`src/rtl/freq_meas_pkg.sv`:
```
// Shared constants and state encoding for the frequency/duty measurement block.
package freq_meas_pkg;

  // Measurement FSM states
  typedef enum logic [1:0] {
    ST_IDLE    = 2'd0,
    ST_ARM     = 2'd1,
    ST_MEASURE = 2'd2
  } state_e;

  localparam int unsigned CNT_W_DEF       = 16;
  localparam int unsigned SYNC_STAGES_DEF = 2;

endpackage

```
`src/rtl/freq_meas_sync_edge_det.sv`:
```
// Pin-input conditioner: multi-flop synchronizer followed by a registered rising-edge
// detector. o_sig_s is delayed so that it lines up with o_rise cycle for cycle.
module freq_meas_sync_edge_det
  import freq_meas_pkg::*;
#(
  parameter int unsigned SYNC_STAGES = SYNC_STAGES_DEF
) (
  input  logic i_clk,
  input  logic i_rst_n,
  input  logic i_sig,
  output logic o_sig_s,
  output logic o_rise
);

  logic [SYNC_STAGES-1:0] r_sync;
  logic                   r_prev;
  logic                   r_rise;

  // Synchronize the raw input, then register the edge so the FSM sees a clean pulse
  always_ff @(posedge i_clk or negedge i_rst_n) begin
    if (!i_rst_n) begin
      r_sync <= '0;
      r_prev <= 1'b0;
      r_rise <= 1'b0;
    end else begin
      r_sync <= {r_sync[SYNC_STAGES-2:0], i_sig};
      r_prev <= r_sync[SYNC_STAGES-1];
      r_rise <= r_sync[SYNC_STAGES-1] & ~r_prev;
    end
  end

  // r_prev holds the synchronized level of the same sample that produced r_rise
  assign o_sig_s = r_prev;
  assign o_rise  = r_rise;

endmodule

```
`src/rtl/freq_meas.sv`:
```
// Measures period and high time of a slow (possibly asynchronous) input in clk cycles.
// One result per input period; a timeout pulse flags a missing rising edge.
module freq_meas
  import freq_meas_pkg::*;
#(
  parameter int unsigned CNT_W       = CNT_W_DEF,
  parameter int unsigned SYNC_STAGES = SYNC_STAGES_DEF
) (
  input  logic             i_clk,
  input  logic             i_rst_n,
  input  logic             i_en,
  input  logic             i_sig_in,
  output logic [CNT_W-1:0] o_period,
  output logic [CNT_W-1:0] o_high_time,
  output logic             o_period_valid,
  output logic             o_timeout,
  output logic             o_busy
);

  localparam logic [CNT_W-1:0] CNT_MAX = '1;
  localparam logic [CNT_W-1:0] CNT_ONE = {{(CNT_W-1){1'b0}}, 1'b1};

  state_e           r_state;
  logic [CNT_W-1:0] r_cnt;
  logic [CNT_W-1:0] r_hcnt;
  logic [CNT_W-1:0] r_period;
  logic [CNT_W-1:0] r_high;
  logic             r_valid;
  logic             r_timeout;
  logic             r_busy;
  logic             w_sig_s;
  logic             w_rise;

  freq_meas_sync_edge_det #(
    .SYNC_STAGES (SYNC_STAGES)
  ) u_sync_edge_det (
    .i_clk   (i_clk),
    .i_rst_n (i_rst_n),
    .i_sig   (i_sig_in),
    .o_sig_s (w_sig_s),
    .o_rise  (w_rise)
  );

  // Measurement FSM with counters and registered result/pulse outputs
  always_ff @(posedge i_clk or negedge i_rst_n) begin
    if (!i_rst_n) begin
      r_state   <= ST_IDLE;
      r_cnt     <= '0;
      r_hcnt    <= '0;
      r_period  <= '0;
      r_high    <= '0;
      r_valid   <= 1'b0;
      r_timeout <= 1'b0;
      r_busy    <= 1'b0;
    end else begin
      r_valid   <= 1'b0;
      r_timeout <= 1'b0;
      if (!i_en) begin
        // Disable overrides everything, including a coincident rise
        r_state <= ST_IDLE;
        r_cnt   <= '0;
        r_hcnt  <= '0;
        r_busy  <= 1'b0;
      end else begin
        case (r_state)
          ST_IDLE: begin
            r_state <= ST_ARM;
            r_busy  <= 1'b1;
          end
          ST_ARM: begin
            // First rise only starts the count, so the first result is a full period
            if (w_rise) begin
              r_state <= ST_MEASURE;
              r_cnt   <= CNT_ONE;
              r_hcnt  <= CNT_ONE;
            end
          end
          ST_MEASURE: begin
            if (w_rise) begin
              // Rise takes priority over a coincident timeout
              r_period <= r_cnt;
              r_high   <= r_hcnt;
              r_valid  <= 1'b1;
              r_cnt    <= CNT_ONE;
              r_hcnt   <= CNT_ONE;
            end else if (r_cnt == CNT_MAX) begin
              r_timeout <= 1'b1;
              r_cnt     <= '0;
              r_hcnt    <= '0;
              r_state   <= ST_ARM;
            end else begin
              r_cnt <= r_cnt + CNT_ONE;
              if (w_sig_s) begin
                r_hcnt <= r_hcnt + CNT_ONE;
              end
            end
          end
          default: begin
            r_state <= ST_IDLE;
            r_busy  <= 1'b0;
          end
        endcase
      end
    end
  end

  assign o_period       = r_period;
  assign o_high_time    = r_high;
  assign o_period_valid = r_valid;
  assign o_timeout      = r_timeout;
  assign o_busy         = r_busy;

endmodule
```
`config.mk`:
```
export PLATFORM = sky130hd
export DESIGN_NAME = freq_meas
export DESIGN_NICKNAME = d
export VERILOG_FILES = /design/src/rtl/freq_meas_pkg.sv /design/src/rtl/freq_meas_sync_edge_det.sv /design/src/rtl/freq_meas.sv
export SDC_FILE = /design/constraint.sdc
export NUM_CORES = 1
export LEC_CHECK = 0
export ABC_CLOCK_PERIOD_IN_PS = 2009
export BUFFER_PORTS_ARGS = -buffer_cell sky130_fd_sc_hd__buf_2
export CAP_MARGIN = 40
export CORE_MARGIN = 4
export CORE_UTILIZATION = 52
export DETAILED_ROUTE_END_ITERATION = 8
export PLACE_DENSITY_LB_ADDON = 0.05
export SETUP_SLACK_MARGIN = 0.5
export SLEW_MARGIN = 15
export SYNTH_ARGS = -nofsm -noshare
export SYNTH_HDL_FRONTEND = slang
export SYNTH_SLANG_ARGS = --single-unit
```
`constraint.sdc`:
```
create_clock -name i_clk -period 2.01 [get_ports i_clk]
set_clock_uncertainty 0.2 [all_clocks]
set_input_delay 0.402 -clock i_clk [delete_from_list [all_inputs] [get_ports i_clk]]
set_output_delay 0.402 -clock i_clk [all_outputs]
set_load 0.02 [all_outputs]
```
==> results.sh <==
export IMPL_drt_vias_per_instance=5.73
export IMPL_ys_ff_latch=73
export IMPL_io_pins=39
export IMPL_cts_made_buffers=9
export IMPL_drt_pass1_iterations=4
export IMPL_cp_arrival_ns=2.02
export IMPL_final_cell_mix="69 x dfrtp_1, 50 x buf_6, 45 x buf_4"
export IMPL_antennaDiodeCount=0
export IMPL_critical_path_depth=9
export IMPL_reg2reg_slack_ns=0.07
export IMPL_grt_pass1_wl_mm=13.3
export IMPL_root_buffer="clkbuf_8"
export IMPL_top_usage_layer="met2"
export IMPL_dp_hpwl_mm=5.31
export IMPL_reg2reg_depth=9
export IMPL_hold_start="u_sync_edge_det.r_sync[0]$_DFF_PN0_"
export IMPL_final_nets=425
export IMPL_cts_sinks=73
export IMPL_syn_cell_area_um2=3430
export IMPL_final_hold_violation_count=0
export IMPL_cp_startpoint="r_state[0]$_DFFE_PN0P_"
export IMPL_endpoint_kind="flop"
export IMPL_rsz0062_at_grt="yes"
export IMPL_slowest_delay_ns=0.45
export IMPL_dr_total_vias=2847
export IMPL_htree_levels=3
export IMPL_grt_use_met2_pct=34.6
export IMPL_io_buffers=38
export IMPL_whs_endpoint="u_sync_edge_det.r_sync[1]$_DFF_PN0_"
export IMPL_finalCritPeriodShare_pct=96.7
export IMPL_async_flop_share_pct=100
export IMPL_wl_per_cell_um=16.6
export IMPL_syn_inst=316
export IMPL_worstPathCellList="inv_2 -> ha_4 -> and2b_2 -> nand2_2 -> buf_6 -> nor3_4 -> buf_4 -> nand4_1 -> o21ai_0"
export IMPL_p_leak_nw=2.32
export IMPL_crit_fanout=6
export IMPL_reg2reg_from="r_state[0]$_DFFE_PN0P_"
export IMPL_dieWidth_um=89.2
export IMPL_cap_violations=0
export IMPL_fin_area_um2=4910
export IMPL_setup_viol=0
export IMPL_clockBufferDepth=2
export IMPL_crit_type="reg -> reg"
export IMPL_layout_commonest_cell="dfrtp_1"
export IMPL_rows=29
export IMPL_min_period_ns=1.94
export IMPL_gp_congestion=0.836
export IMPL_cpMaxStageDelayCell="dfrtp_2"
export IMPL_max_vdd_ir_drop_uv=735
export IMPL_hold_depth=0
export IMPL_synth_cell_types=46
export IMPL_wirelength_mm=8.27
export IMPL_setup_ws_ns=0.0654
export IMPL_grt_util_met3_pct=4.61
export IMPL_fmaxAchievable_mhz=514
export IMPL_syn_num_nets=326
export IMPL_cts_tree="built"
export IMPL_final_util_pct=76.9
export IMPL_placed_cells=461
export IMPL_grt_pass1_vias=2715
export IMPL_drive_above_1_share_pct=47.6
export IMPL_dp_slack_ns=0.0148
export IMPL_slew_violations=0
export IMPL_coreArea_um2=6390
export IMPL_drtIter0Drc=143
export IMPL_dieHeight_um=89.2
export IMPL_antenna_found_initial=0
export IMPL_groute_usage_overall_pct=22.3
export IMPL_hold_path_class="reg -> reg"
export IMPL_synth_area_per_cell_um2=10.8
export IMPL_grt_overflow=0
export IMPL_ant_nets=0
export IMPL_fin_total_pwr_mw=4.08
export IMPL_clock_latency_ns=0.36
export IMPL_power_density_nw_per_um2=831
export IMPL_grtUsageMet1_pct=30.0
export IMPL_timing_slew_headroom_pct=74.0
export IMPL_drc_errors=0
export IMPL_dpl_cell_area_um2=4050
export IMPL_synth_edf_count=0
export IMPL_worst_slew_pin_slew_ns=0.388
export IMPL_r2r_end="r_hcnt[8]$_DFFE_PN0P_"
export IMPL_cp_top_family="simple AND/OR/NAND/NOR gates"
export IMPL_path_clk_slew_ns=0.08
export IMPL_startpoint_type="flop"
export IMPL_synth_warnings=0
export IMPL_start_util_pct=53.6
export IMPL_syn_to_final_growth_pct=43.4
export IMPL_synthFlopType="dfrtp_1"
export IMPL_status="finished clean"
export IMPL_crit_buf_inv=3
export IMPL_cp_data_required_time_ns=2.09
export IMPL_grt_max_degree=31
export IMPL_fp_dieArea_um2=7950
export IMPL_fin_cells=497
export IMPL_yosysSeqAreaShare_pct=53.3
-- stage by stage --
step	setup TNS, ns	hold slack [ns]
final	0	0.158
after detailed placement	0	0.0975
after global routing	-0.0672	0.171
after CTS	0	0.155
after global placement	0	0.0952
after floorplan	0	-0.0936
-- layout make-up --
cell class              count  area [um^2]
inverters                   7         26.3
multi-input cells         220         1740
flip-flops and latches     73         1830
repair buffers            104         1000
well taps                  77         96.3
clock inverters             4         50.0
clock buffers              12          165
fillers                   402         1470
-- synth_stat cells, drive strengths merged, types with 6 or more instances --
master,n,area (um^2)
nand4,15,100
ha,6,75.1
a31oi,10,62.6
a21oi,11,55.1
nand3,14,82.6
inv,7,26.3
buf,11,62.6
o21ai,32,164
mux2i,7,70.1
nand2,35,134
dfrtp,73,1830
nor3,8,56.3
and3,6,37.5
mux2,30,338
nor2,12,45.0
-- kinds of logic (layout without fill, tap and decap cells) --
logic type	count (synthesis)	in the layout	synth area share (%)
AO/OA/AOI/OAI	69	69	12.1
XOR/XNOR	2	2	0.511
adder cells (fa/ha/maj)	6	6	2.19
buffers and inverters	23	127	3.14
flip-flops	73	73	53.3
multiplexers	37	37	11.9
AND/OR/NAND/NOR	106	106	16.8
-- worst reg2reg max path, stage by stage, from the launching register on --
cell and delay, ns:
dfrtp_2 0.45, inv_2 0.08, ha_4 0.15, and2b_2 0.17
nand2_2 0.07, buf_6 0.13, nor3_4 0.18, buf_4 0.20
nand4_1 0.09, o21ai_0 0.15
-- worst max-delay path by stage --
stage                                  endpoint  slack (ns)
after floorplan           r_hcnt[9]$_DFFE_PN0P_        0.04
after global placement     r_cnt[4]$_DFFE_PN0P_        0.09
after detailed placement  r_hcnt[5]$_DFFE_PN0P_        0.01
after CTS                 r_hcnt[8]$_DFFE_PN0P_        0.07
after global routing       r_cnt[4]$_DFFE_PN0P_       -0.02
final                     r_hcnt[8]$_DFFE_PN0P_        0.07
-- state kept, by name, indices dropped and copies added (netlist names) --
signal and count:
u_sync_edge_det.o_rise 1, u_sync_edge_det.r_sync 2, o_busy 1, r_hcnt 16, o_timeout 1, o_period 16, o_period_valid 1, o_high_time 16
r_cnt 16, u_sync_edge_det.o_sig_s 1, r_state 2
-- routing by layer --
metal	up-vias	share of wire, %
met5	-	0
met2	75	50
met1	1396	44
met3	22	4.3
met4	0	2.6
li1	1354	-
-- repair_timing --
action | 4_1_cts | 5_1_grt
pin swaps | 19 | 20
gates resized for setup | 47 | 96
setup endpoints to repair | 68 | 100
hold endpoints to repair | 21 | 0
buffers inserted | 11 | 7
hold buffers | 2 | 0
-- power by group --
| group | total (mW) | internal, mW | leakage [nW] | switching, mW |
|---|---|---|---|---|
| clock network | 1.23 | 0.673 | 0.105 | 0.553 |
| logic | 1.23 | 0.606 | 1.22 | 0.623 |
| registers | 1.63 | 1.55 | 0.996 | 0.0802 |
Note: power is estimated with default switching activity, not from simulation.
